`config.mk`:
```
export PLATFORM = sky130hd
export DESIGN_NAME = goertzel_seq_ctrl_flat
export DESIGN_NICKNAME = d
export VERILOG_FILES = /design/src/rtl/goertzel_pkg.sv /design/src/rtl/goertzel_seq_ctrl_if.sv /design/src/rtl/goertzel_lat_timer.sv /design/src/rtl/goertzel_seq_ctrl.sv /design/src/flat_wrapper.sv
export SDC_FILE = /design/constraint.sdc
export NUM_CORES = 1
export LEC_CHECK = 0
export CAP_MARGIN = 40
export CELL_PAD_IN_SITES_DETAIL_PLACEMENT = 0
export CELL_PAD_IN_SITES_GLOBAL_PLACEMENT = 1
export CORE_ASPECT_RATIO = 0.7
export CORE_MARGIN = 1.5
export CORE_UTILIZATION = 38
export DETAILED_ROUTE_END_ITERATION = 16
export PLACE_DENSITY_LB_ADDON = 0.25
export SLEW_MARGIN = 20
export SYNTH_ARGS = -nofsm -noshare
export SYNTH_HDL_FRONTEND = slang
export SYNTH_SLANG_ARGS = --single-unit
```
`constraint.sdc`:
```
create_clock -name clk -period 3.85 [get_ports clk]
set_clock_uncertainty 0.2 [all_clocks]
set_input_delay 0.9625 -clock clk [delete_from_list [all_inputs] [get_ports clk]]
set_output_delay 0.9625 -clock clk [all_outputs]
set_load 0.01 [all_outputs]
```
`src/rtl/goertzel_pkg.sv`:
```
// Shared definitions for the Goertzel bin sequencer and its helpers.
// Holds the sequencer state encoding, the default block and pipeline sizes, the
// datapath word width used by the surrounding arithmetic, and a width helper.
package goertzel_pkg;

    localparam int unsigned N_SAMPLES_DEF = 205;
    localparam int unsigned CNT_W_DEF     = 8;
    localparam int unsigned MUL_LAT_DEF   = 2;
    // Datapath word width (s1/s2/adder); only the datapath uses it.
    localparam int unsigned W             = 61;

    typedef enum logic [2:0] {
        StIdle = 3'd0,
        StClr  = 3'd1,
        StWait = 3'd2,
        StMul  = 3'd3,
        StAdd  = 3'd4,
        StUpd  = 3'd5,
        StDone = 3'd6
    } seq_state_e;

    // Bits needed for a down-counter loaded with lat-1; at least one bit.
    function automatic int unsigned lat_width(input int unsigned lat);
        int unsigned w;
        w = (lat > 1) ? $clog2(lat) : 1;
        return w;
    endfunction

endpackage

```
`src/rtl/goertzel_seq_ctrl_if.sv`:
```
// Control/handshake bundle between the Goertzel sequencer and its datapath.
// slave  : the sequencer (takes start/abort/smp_valid/res_ready, drives the rest)
// master : the block that drives the sequencer (datapath wrapper or bench)
// Signals: start, abort, smp_valid/smp_ready, x_ld, st_clr, mul_en, add_en, st_upd,
//          busy, smp_cnt[CNT_W], res_valid/res_ready.
interface goertzel_seq_ctrl_if
    import goertzel_pkg::*;
#(
    parameter int unsigned CNT_W = CNT_W_DEF
) ();

    logic             start;
    logic             abort;
    logic             smp_valid;
    logic             smp_ready;
    logic             x_ld;
    logic             st_clr;
    logic             mul_en;
    logic             add_en;
    logic             st_upd;
    logic             busy;
    logic [CNT_W-1:0] smp_cnt;
    logic             res_valid;
    logic             res_ready;

    modport master (
        output start, abort, smp_valid, res_ready,
        input  smp_ready, x_ld, st_clr, mul_en, add_en, st_upd, busy, smp_cnt, res_valid
    );

    modport slave (
        input  start, abort, smp_valid, res_ready,
        output smp_ready, x_ld, st_clr, mul_en, add_en, st_upd, busy, smp_cnt, res_valid
    );

endinterface

```
`src/rtl/goertzel_lat_timer.sv`:
```
// Loadable down-counter that flags completion of a fixed-latency pipelined unit.
// Ports:
//   clk, rst  : clock, asynchronous active-high reset (count -> 0)
//   load      : load load_val (wins over en)
//   load_val  : latency minus one
//   en        : unit is being stepped this cycle; counter decrements while nonzero
//   done      : en is high and the count has reached zero (last enabled cycle)
module goertzel_lat_timer #(
    parameter int unsigned WIDTH = 1
) (
    input  logic             clk,
    input  logic             rst,
    input  logic             load,
    input  logic [WIDTH-1:0] load_val,
    input  logic             en,
    output logic             done
);

    logic [WIDTH-1:0] cnt_q, cnt_d;

    always_comb begin
        cnt_d = cnt_q;
        if (load) begin
            cnt_d = load_val;
        end else if (en && (cnt_q != '0)) begin
            cnt_d = cnt_q - WIDTH'(1);
        end
    end

    always_ff @(posedge clk or posedge rst) begin
        if (rst) begin
            cnt_q <= '0;
        end else begin
            cnt_q <= cnt_d;
        end
    end

    assign done = en && (cnt_q == '0);

endmodule

```
`src/rtl/goertzel_seq_ctrl.sv`:
```
// Control sequencer for one Goertzel bin: s[n] = x[n] + coeff*s[n-1] - s[n-2].
// Takes samples over smp_valid/smp_ready, steps the multiplier for MUL_LAT cycles,
// pulses the registered adder once, then updates s1/s2. After N_SAMPLES iterations
// it holds res_valid until res_ready. No arithmetic lives here.
// Ports:
//   clk, rst : clock, asynchronous active-high reset
//   bus      : goertzel_seq_ctrl_if.slave (start, abort, sample and result handshakes,
//              datapath enables, busy, smp_cnt)
// Every output is decoded from registered state/counters; only x_ld also looks at smp_valid.
module goertzel_seq_ctrl
    import goertzel_pkg::*;
#(
    parameter int unsigned N_SAMPLES = N_SAMPLES_DEF,
    parameter int unsigned CNT_W     = CNT_W_DEF,
    parameter int unsigned MUL_LAT   = MUL_LAT_DEF
) (
    input  logic               clk,
    input  logic               rst,
    goertzel_seq_ctrl_if.slave bus
);

    localparam int unsigned      LAT_W    = lat_width(MUL_LAT);
    localparam logic [LAT_W-1:0] LAT_LOAD = LAT_W'(MUL_LAT - 1);
    // Count value seen in UPD of the final sample; compared before the increment so
    // N_SAMPLES = 2**CNT_W still terminates.
    localparam logic [CNT_W-1:0] LAST_IDX = CNT_W'(N_SAMPLES - 1);

    seq_state_e       state_q, state_d;
    logic [CNT_W-1:0] cnt_q, cnt_d;

    logic smp_ready;
    logic x_ld;
    logic st_clr;
    logic mul_en;
    logic add_en;
    logic st_upd;
    logic busy;
    logic res_valid;
    logic lat_done;

    // Multiplier latency timer: armed when a sample is taken, stepped by mul_en.
    goertzel_lat_timer #(
        .WIDTH (LAT_W)
    ) u_lat_timer (
        .clk      (clk),
        .rst      (rst),
        .load     (x_ld),
        .load_val (LAT_LOAD),
        .en       (mul_en),
        .done     (lat_done)
    );

    // State register.
    always_ff @(posedge clk or posedge rst) begin
        if (rst) begin
            state_q <= StIdle;
        end else begin
            state_q <= state_d;
        end
    end

    // Next state. abort overrides everything, including start in IDLE.
    always_comb begin
        state_d = state_q;
        if (bus.abort) begin
            state_d = StIdle;
        end else begin
            unique case (state_q)
                StIdle: if (bus.start)     state_d = StClr;
                StClr:                     state_d = StWait;
                StWait: if (bus.smp_valid) state_d = StMul;
                StMul:  if (lat_done)      state_d = StAdd;
                StAdd:                     state_d = StUpd;
                StUpd:  state_d = (cnt_q == LAST_IDX) ? StDone : StWait;
                StDone: if (bus.res_ready) state_d = StIdle;
                default:                   state_d = StIdle;
            endcase
        end
    end

    // Outputs decoded from the registered state.
    always_comb begin
        smp_ready = 1'b0;
        st_clr    = 1'b0;
        mul_en    = 1'b0;
        add_en    = 1'b0;
        st_upd    = 1'b0;
        res_valid = 1'b0;
        busy      = (state_q != StIdle);
        unique case (state_q)
            StClr:   st_clr    = 1'b1;
            StWait:  smp_ready = 1'b1;
            StMul:   mul_en    = 1'b1;
            StAdd:   add_en    = 1'b1;
            StUpd:   st_upd    = 1'b1;
            StDone:  res_valid = 1'b1;
            default: ;
        endcase
    end

    assign x_ld = bus.smp_valid & smp_ready;

    // Sample counter. An abort mid-block zeroes it along with the other outputs; abort in
    // IDLE leaves a finished block's count visible.
    always_comb begin
        cnt_d = cnt_q;
        if (bus.abort) begin
            if (state_q != StIdle) begin
                cnt_d = '0;
            end
        end else if (state_q == StClr) begin
            cnt_d = '0;
        end else if (state_q == StUpd) begin
            cnt_d = cnt_q + CNT_W'(1);
        end
    end

    always_ff @(posedge clk or posedge rst) begin
        if (rst) begin
            cnt_q <= '0;
        end else begin
            cnt_q <= cnt_d;
        end
    end

    assign bus.smp_ready = smp_ready;
    assign bus.x_ld      = x_ld;
    assign bus.st_clr    = st_clr;
    assign bus.mul_en    = mul_en;
    assign bus.add_en    = add_en;
    assign bus.st_upd    = st_upd;
    assign bus.busy      = busy;
    assign bus.smp_cnt   = cnt_q;
    assign bus.res_valid = res_valid;

endmodule
```
`src/flat_wrapper.sv`:
```
// flat-port wrapper written by rule: the top's interface ports become plain ports
module goertzel_seq_ctrl_flat import goertzel_pkg::*;
#(
    parameter int unsigned N_SAMPLES = N_SAMPLES_DEF,
    parameter int unsigned CNT_W     = CNT_W_DEF,
    parameter int unsigned MUL_LAT   = MUL_LAT_DEF
)
  (clk, rst, bus_start, bus_abort, bus_smp_valid, bus_res_ready, bus_smp_ready, bus_x_ld, bus_st_clr, bus_mul_en, bus_add_en, bus_st_upd, bus_busy, bus_smp_cnt, bus_res_valid);
  goertzel_seq_ctrl_if #(.CNT_W(CNT_W)) bus_i ();
  input  logic clk;
  input  logic rst;
  input wire logic [$bits(bus_i.start)-1:0] bus_start;
  input wire logic [$bits(bus_i.abort)-1:0] bus_abort;
  input wire logic [$bits(bus_i.smp_valid)-1:0] bus_smp_valid;
  input wire logic [$bits(bus_i.res_ready)-1:0] bus_res_ready;
  output wire logic [$bits(bus_i.smp_ready)-1:0] bus_smp_ready;
  output wire logic [$bits(bus_i.x_ld)-1:0] bus_x_ld;
  output wire logic [$bits(bus_i.st_clr)-1:0] bus_st_clr;
  output wire logic [$bits(bus_i.mul_en)-1:0] bus_mul_en;
  output wire logic [$bits(bus_i.add_en)-1:0] bus_add_en;
  output wire logic [$bits(bus_i.st_upd)-1:0] bus_st_upd;
  output wire logic [$bits(bus_i.busy)-1:0] bus_busy;
  output wire logic [$bits(bus_i.smp_cnt)-1:0] bus_smp_cnt;
  output wire logic [$bits(bus_i.res_valid)-1:0] bus_res_valid;
  assign bus_i.start = bus_start;
  assign bus_i.abort = bus_abort;
  assign bus_i.smp_valid = bus_smp_valid;
  assign bus_i.res_ready = bus_res_ready;
  assign bus_smp_ready = bus_i.smp_ready;
  assign bus_x_ld = bus_i.x_ld;
  assign bus_st_clr = bus_i.st_clr;
  assign bus_mul_en = bus_i.mul_en;
  assign bus_add_en = bus_i.add_en;
  assign bus_st_upd = bus_i.st_upd;
  assign bus_busy = bus_i.busy;
  assign bus_smp_cnt = bus_i.smp_cnt;
  assign bus_res_valid = bus_i.res_valid;
  goertzel_seq_ctrl #(.N_SAMPLES(N_SAMPLES), .CNT_W(CNT_W), .MUL_LAT(MUL_LAT)) u_core (.clk(clk), .rst(rst), .bus(bus_i));
endmodule
```
Yosys cells after proc, flatten, opt, wreduce, memory -nomap -nowiden --
Cells that the tools add are included.
Word-level totals: register bits after elaboration 12, bits in latches 0, RAM bits 0, ROM bits 0, output and inout port bits 16, word-level logic and storage cells 46, memories 0
Cells by class: add/subtract/negate cells 2, multipliers 0, div/mod/pow operators 0, magnitude comparators 0, equality and inequality tests 12, shifts and indexed selects 0, muxes and demuxes 19, bitwise logic cells 2, reduce and logical (&&, ||, !) cells 8
Operators by type and width (number):
- $mux 8 | 4
- $pmux 3 s7 | 1
- $mux 3 | 6
- $eq 3x3->1 const B | 3
- $ne 3x3->1 const B | 3
- $add 8x1->8 const B | 1
- $eq 8x8->1 const B | 1
- $mux 1 | 8
- $eq 3x2->1 const B | 2
- $reduce_bool 3->1 | 2
- $reduce_and 4->1 | 1
- $eq 3x1->1 const B | 1
- $logic_not 3->1 | 1
- $ne 3x2->1 const B | 1
- $logic_and 1x1->1 | 2
- $ne 2x1->1 const B | 1
- $reduce_and 2->1 | 1
- $reduce_bool 2->1 | 1
- $and 1x1->1 | 1
- $not 1->1 | 1
- $sub 1x1->1 const B | 1

Depth between registers and ports, before layout --
depth in word-level cells 6, gate-level depth with buffers 5, depth with buffers taken out 5

Hierarchy --
Synthesis repeated with hierarchy kept, for this count alone.
Second synthesis, totals: cell total of the unflattened synthesis 100, area total of the unflattened synthesis 862.1 sq um
By module, submodules not included:
- goertzel_seq_ctrl | instances 1, cells each 94, area each 808.3 sq um, sequential area each 275.3 sq um
- goertzel_lat_timer | instances 1, cells each 6, area each 53.8 sq um, sequential area each 25.0 sq um

Worst setup path after synthesis --
OpenSTA, ideal clock, no wires.
kind input to output, start input bus_smp_valid, end output bus_x_ld, arrival 1.482 ns, required time 2.688 ns, path slack 1.205 ns, stages 1, path buffers 0, path through nor4bb_1
Between the ends: word-level cells in the longest chain between the ends 1
RTL lines:
- from (decl) | line flat_wrapper.sv:14 | input wire logic [$bits(bus_i.smp_valid)-1:0] bus_smp_valid;
- $and 1x1->1 | line goertzel_seq_ctrl.sv:101 | assign x_ld = bus.smp_valid & smp_ready;
- to (decl) | line flat_wrapper.sv:17 | output wire logic [$bits(bus_i.x_ld)-1:0] bus_x_ld;
No other way between the ends.

Worst setup path after layout --
Ends and elaborated chain as after synthesis.

==> impl_table.tex <==
\begin{tabular}{lr}
\hline
Metric & Value \\
\hline
\multicolumn{2}{l}{\textbf{Global route}} \\
Via count of the first global-routing pass & around 800 \\
Met2 usage in global routing & 28.26\% \\
Overall global routing resource usage & 20.28\% \\
Global-route met3 utilization & 6.707\% \\
Aggregate global routing overflow & 0 \\
Number of antenna violations at the first check in global routing & 0 \\
Largest net degree at the start of global routing & 19 \\
GR Layer Usage met1 & between 30\% and 40\% \\
Layer with the highest usage & met1 \\
Wire length of the first global-routing pass & 3898 um \\
\multicolumn{2}{l}{\textbf{Timing}} \\
Final Cycle Share & 92.65\% \\
Final setup fails & 0 \\
Max-Slew Margin vs Limit & between 60 and 70\% \\
Highest achievable clock rate & 280.4 MHz \\
Final Hold Vio Count & 0 \\
Shortest period the worst path allows & 3567 ps \\
RSZ-0062 raised after global routing & false \\
TNS Setup & 0 ps \\
Slew @ Worst Pin & 524.3 ps \\
Fin. max-slew vios & 0 \\
\multicolumn{2}{l}{\textbf{Clocking}} \\
CTS H-tree lvls & 1 \\
CTS tree & yes \\
Clock Tree Root & sky130\_fd\_sc\_hd\_\_clkbuf\_4 \\
Post-cts repair resize count & 0 \\
Inserted Clock Buffers & 3 \\
Source-to-sink clock delay at the later pin of the worst-skew pair & between 200 and 300 ps \\
Clock Tree Buf Depth & 2 \\
Cts-stage hold buffer count & 0 \\
Number of sinks on the clock net & 12 \\
Number of post-CTS setup repair buffers & 0 \\
Clock edge transition at the registers on the reported setup and hold paths & 70 ps \\
\multicolumn{2}{l}{\textbf{Finish}} \\
P\&R area growth vs syn & 32.43\% \\
Number of cells in the finished layout apart from fillers & between 150 and 200 \\
Finished layout cell area & 1165 um2 \\
Final Core Density & 53.63\% \\
Most frequent cells in the layout & sky130\_fd\_sc\_hd\_\_clkdlybuf4s50\_1 (21), sky130\_fd\_sc\_hd\_\_dfrtp\_1 (12), sky130\_fd\_sc\_hd\_\_nand3\_1 (9) \\
Proportion of layout cells with a drive suffix above 1 & $\sim$11\% \\
Diodes inserted & 0 \\
Commonest non-fill, non-tap cell in the layout & sky130\_fd\_sc\_hd\_\_clkdlybuf4s50\_1 \\
Layout net count & 134 \\
\multicolumn{2}{l}{\textbf{Critical path}} \\
Kind of critical path & input port to output port \\
R2r worst-path depth & 4 \\
Cell type with the highest occurrence count on the critical path & sky130\_fd\_sc\_hd\_\_clkdlybuf4s50\_1 \\
Cell with the largest stage delay on the worst path & sky130\_fd\_sc\_hd\_\_clkdlybuf4s50\_1 \\
Capturing element of the worst setup path & bus\_x\_ld \\
R2R Path Start & u\_core.state\_q[1]\$\_DFFE\_PP0P\_ \\
Required time at the endpoint of the critical path & $\sim$2700 ps \\
Flop2flop setup slack & 1670 ps \\
RR Endpoint & u\_core.state\_q[2]\$\_DFFE\_PP0P\_ \\
Peak per-stage delay on the critical path & around 610 ps \\
Arrival time of the worst setup path & around 2400 ps \\
Element type at the critical path end & output port \\
Ordered cell list for the critical path & clkdlybuf4s50\_1 > nor4bb\_1 > clkdlybuf4s50\_1 \\
Critical Path Start & bus\_smp\_valid \\
CP Launch Type & input port \\
Maximum fanout along the worst path & 3 \\
\multicolumn{2}{l}{\textbf{Place}} \\
I/O Buffers & 21 \\
Post-detailed-placement cell area & between 1000 and 1500 um2 \\
HPWL reported at the end of detailed placement & 1594 um \\
Cell count after placement & 153 \\
Global placement routability congestion & 0.8406 \\
\multicolumn{2}{l}{\textbf{Yosys}} \\
Mapped Avg Cell Area & 8.540 um2 \\
Net count after synthesis & 111 \\
Number of distinct standard cells referenced by the synthesized netlist & 33 \\
Share of synthesized area occupied by flip-flops and latches & 34.14\% \\
Register bit total from synthesis & 12 \\
Synthesis warning total & 0 \\
Synthesized area & 879.6 um2 \\
Cell count after synthesis & 103 \\
\multicolumn{2}{l}{\textbf{Detailed routing}} \\
Antenna-violating nets left & 0 \\
Post-DR vias/cell & 5.420 \\
Number of DRC violations after detailed routing & 0 \\
Via count & 851 \\
First-pass detailed-route iteration total & 4 \\
DRT iter0 DRCs & 29 \\
Total wire length & 2196 um \\
Routed WL per cell & 13.99 um \\
\multicolumn{2}{l}{\textbf{Pwr}} \\
Switching power & 276.9 uW \\
Pwr dens & 578.7 nW/um2 \\
Maximum ir drop on the vdd rail & 0.3003 mV \\
Combinational group share of total power & 51.8\% \\
Leakage dissipation & about 0.47 nW \\
Relative contribution of sequential cells to total power & approximately a third \\
Int Pwr & 397.2 uW \\
Switch share & 41.08\% \\
Share of power burned in the clock network & 15.3\% \\
\multicolumn{2}{l}{\textbf{Min path}} \\
Worst Hold Class & flop to flop \\
\multicolumn{2}{l}{\textbf{Floorplanning}} \\
Overall die width & 60.51 um \\
Row cnt & 14 \\
Die ar. & 2617 um2 \\
Total I/O pin count & 22 \\
DIE HEIGHT & 43.26 um \\
Initial core utilization & 40.50\% \\
Total core area & 2172 um2 \\
\multicolumn{2}{l}{\textbf{Status}} \\
Run status & finished clean \\
\multicolumn{2}{l}{\textbf{Job}} \\
Max cap viols & 0 \\
\hline
\end{tabular}
[final cells by class]
cell class / count / area (um2)
clock buffer: 4 / 36.28
inverter: 8 / 30.03
multi-input combinational: 75 / 510.5
sequential: 12 / 300.3
tap: 32 / 40.04
timing repair buffer: 26 / 247.7
fill: 242 / 1007
[synth_stat cells]
| master | number | share of area, % |
|---|---|---|
| sky130_fd_sc_hd__dfrtp_1 | 12 | 34 |
| sky130_fd_sc_hd__nand3_1 | 9 | 5.1 |
| sky130_fd_sc_hd__inv_1 | 8 | 3.4 |
| sky130_fd_sc_hd__clkbuf_1 | 6 | 2.6 |
| sky130_fd_sc_hd__nand2_1 | 6 | 2.6 |
| sky130_fd_sc_hd__o21ai_0 | 6 | 3.4 |
| sky130_fd_sc_hd__nand3b_1 | 5 | 4.3 |
| sky130_fd_sc_hd__nor2_1 | 5 | 2.1 |
| sky130_fd_sc_hd__nor2b_1 | 5 | 3.6 |
| sky130_fd_sc_hd__a21oi_1 | 4 | 2.3 |
| sky130_fd_sc_hd__mux2i_1 | 4 | 4.6 |
| sky130_fd_sc_hd__nand2b_1 | 3 | 2.1 |
| sky130_fd_sc_hd__nor3b_1 | 3 | 2.6 |
| sky130_fd_sc_hd__a21o_1 | 2 | 1.7 |
| sky130_fd_sc_hd__ha_1 | 2 | 2.8 |
| sky130_fd_sc_hd__nand4_1 | 2 | 1.4 |
| sky130_fd_sc_hd__nand4b_1 | 2 | 2.0 |
| sky130_fd_sc_hd__nor3_1 | 2 | 1.1 |
| sky130_fd_sc_hd__nor4bb_1 | 2 | 2.3 |
| sky130_fd_sc_hd__or3_1 | 2 | 1.4 |
| sky130_fd_sc_hd__a2111o_1 | 1 | 1.3 |
| sky130_fd_sc_hd__a2111oi_0 | 1 | 1.0 |
| sky130_fd_sc_hd__a2111oi_2 | 1 | 1.7 |
| sky130_fd_sc_hd__a31oi_1 | 1 | 0.71 |
| sky130_fd_sc_hd__buf_2 | 1 | 0.57 |
| sky130_fd_sc_hd__buf_6 | 1 | 1.3 |
| sky130_fd_sc_hd__mux2_2 | 1 | 1.3 |
| sky130_fd_sc_hd__o2111ai_1 | 1 | 1.0 |
| sky130_fd_sc_hd__o211ai_1 | 1 | 0.85 |
| sky130_fd_sc_hd__o221a_2 | 1 | 1.3 |
| sky130_fd_sc_hd__o41a_1 | 1 | 1.3 |
| sky130_fd_sc_hd__or3b_2 | 1 | 1.0 |
| sky130_fd_sc_hd__or4_4 | 1 | 1.3 |
[cells by family after synthesis]
kind of cell,share of synthesized area [%]
fa+ha+maj,2.844
flops,34.14
buf+inv,7.823
simple gates,32.86
mux,5.832
compound gates,16.50
[layer usage]
layer	vias to the layer above	routed length, um
li1	418	-
met1	411	1149
met2	20	930
met3	2	105
met4	0	11
met5	-	0
[power by group through the flow]
stage	Clock (mW)	Combinational, mW	Sequential, mW
after floorplan	0	0.245	0.193
after global placement	0	0.344	0.222
after detailed placement	0	0.350	0.222
after CTS	0.107	0.352	0.220
after global routing	0.113	0.394	0.233
final	0.103	0.349	0.222
[through the flow]
stage | setup WS [ps] | total power, mW | hold WS, ps
6_report | 283.1 | 0.6742 | 347.6
5_1_grt | 166.2 | 0.7393 | 384.2
4_1_cts | 280.8 | 0.6788 | 348.2
3_5_place_dp | 307.2 | 0.5725 | 331.2
3_3_place_gp | 318.5 | 0.5665 | 328.4
2_1_floorplan | 1205 | 0.4378 | 289.0
[worst min-delay path by stage]
stage	depth (start not counted)	slack, ps	end	startpoint
after CTS	1	350	u_core.bus.smp_cnt[7]$_DFFE_PP0P_	u_core.bus.smp_cnt[7]$_DFFE_PP0P_
after global placement	1	330	u_core.bus.smp_cnt[7]$_DFFE_PP0P_	u_core.bus.smp_cnt[7]$_DFFE_PP0P_
after global routing	1	380	u_core.bus.smp_cnt[7]$_DFFE_PP0P_	u_core.bus.smp_cnt[7]$_DFFE_PP0P_
after detailed placement	1	330	u_core.bus.smp_cnt[7]$_DFFE_PP0P_	u_core.bus.smp_cnt[7]$_DFFE_PP0P_
after floorplan	1	290	u_core.u_lat_timer.cnt_q$_DFFE_PP0P_	u_core.u_lat_timer.cnt_q$_DFFE_PP0P_
final	1	350	u_core.bus.smp_cnt[7]$_DFFE_PP0P_	u_core.bus.smp_cnt[7]$_DFFE_PP0P_
[sequential cells by signal, summed over array words and instances, names as in the netlist]
register                  cells
u_core.state_q                3
u_core.bus.smp_cnt            8
u_core.u_lat_timer.cnt_q      1
[critical path, delay by kind of cell]
family        cells  cell delay (ps)
buf+inv           2             1110
simple gates      1              330
Power figures use the tool's default switching activity.
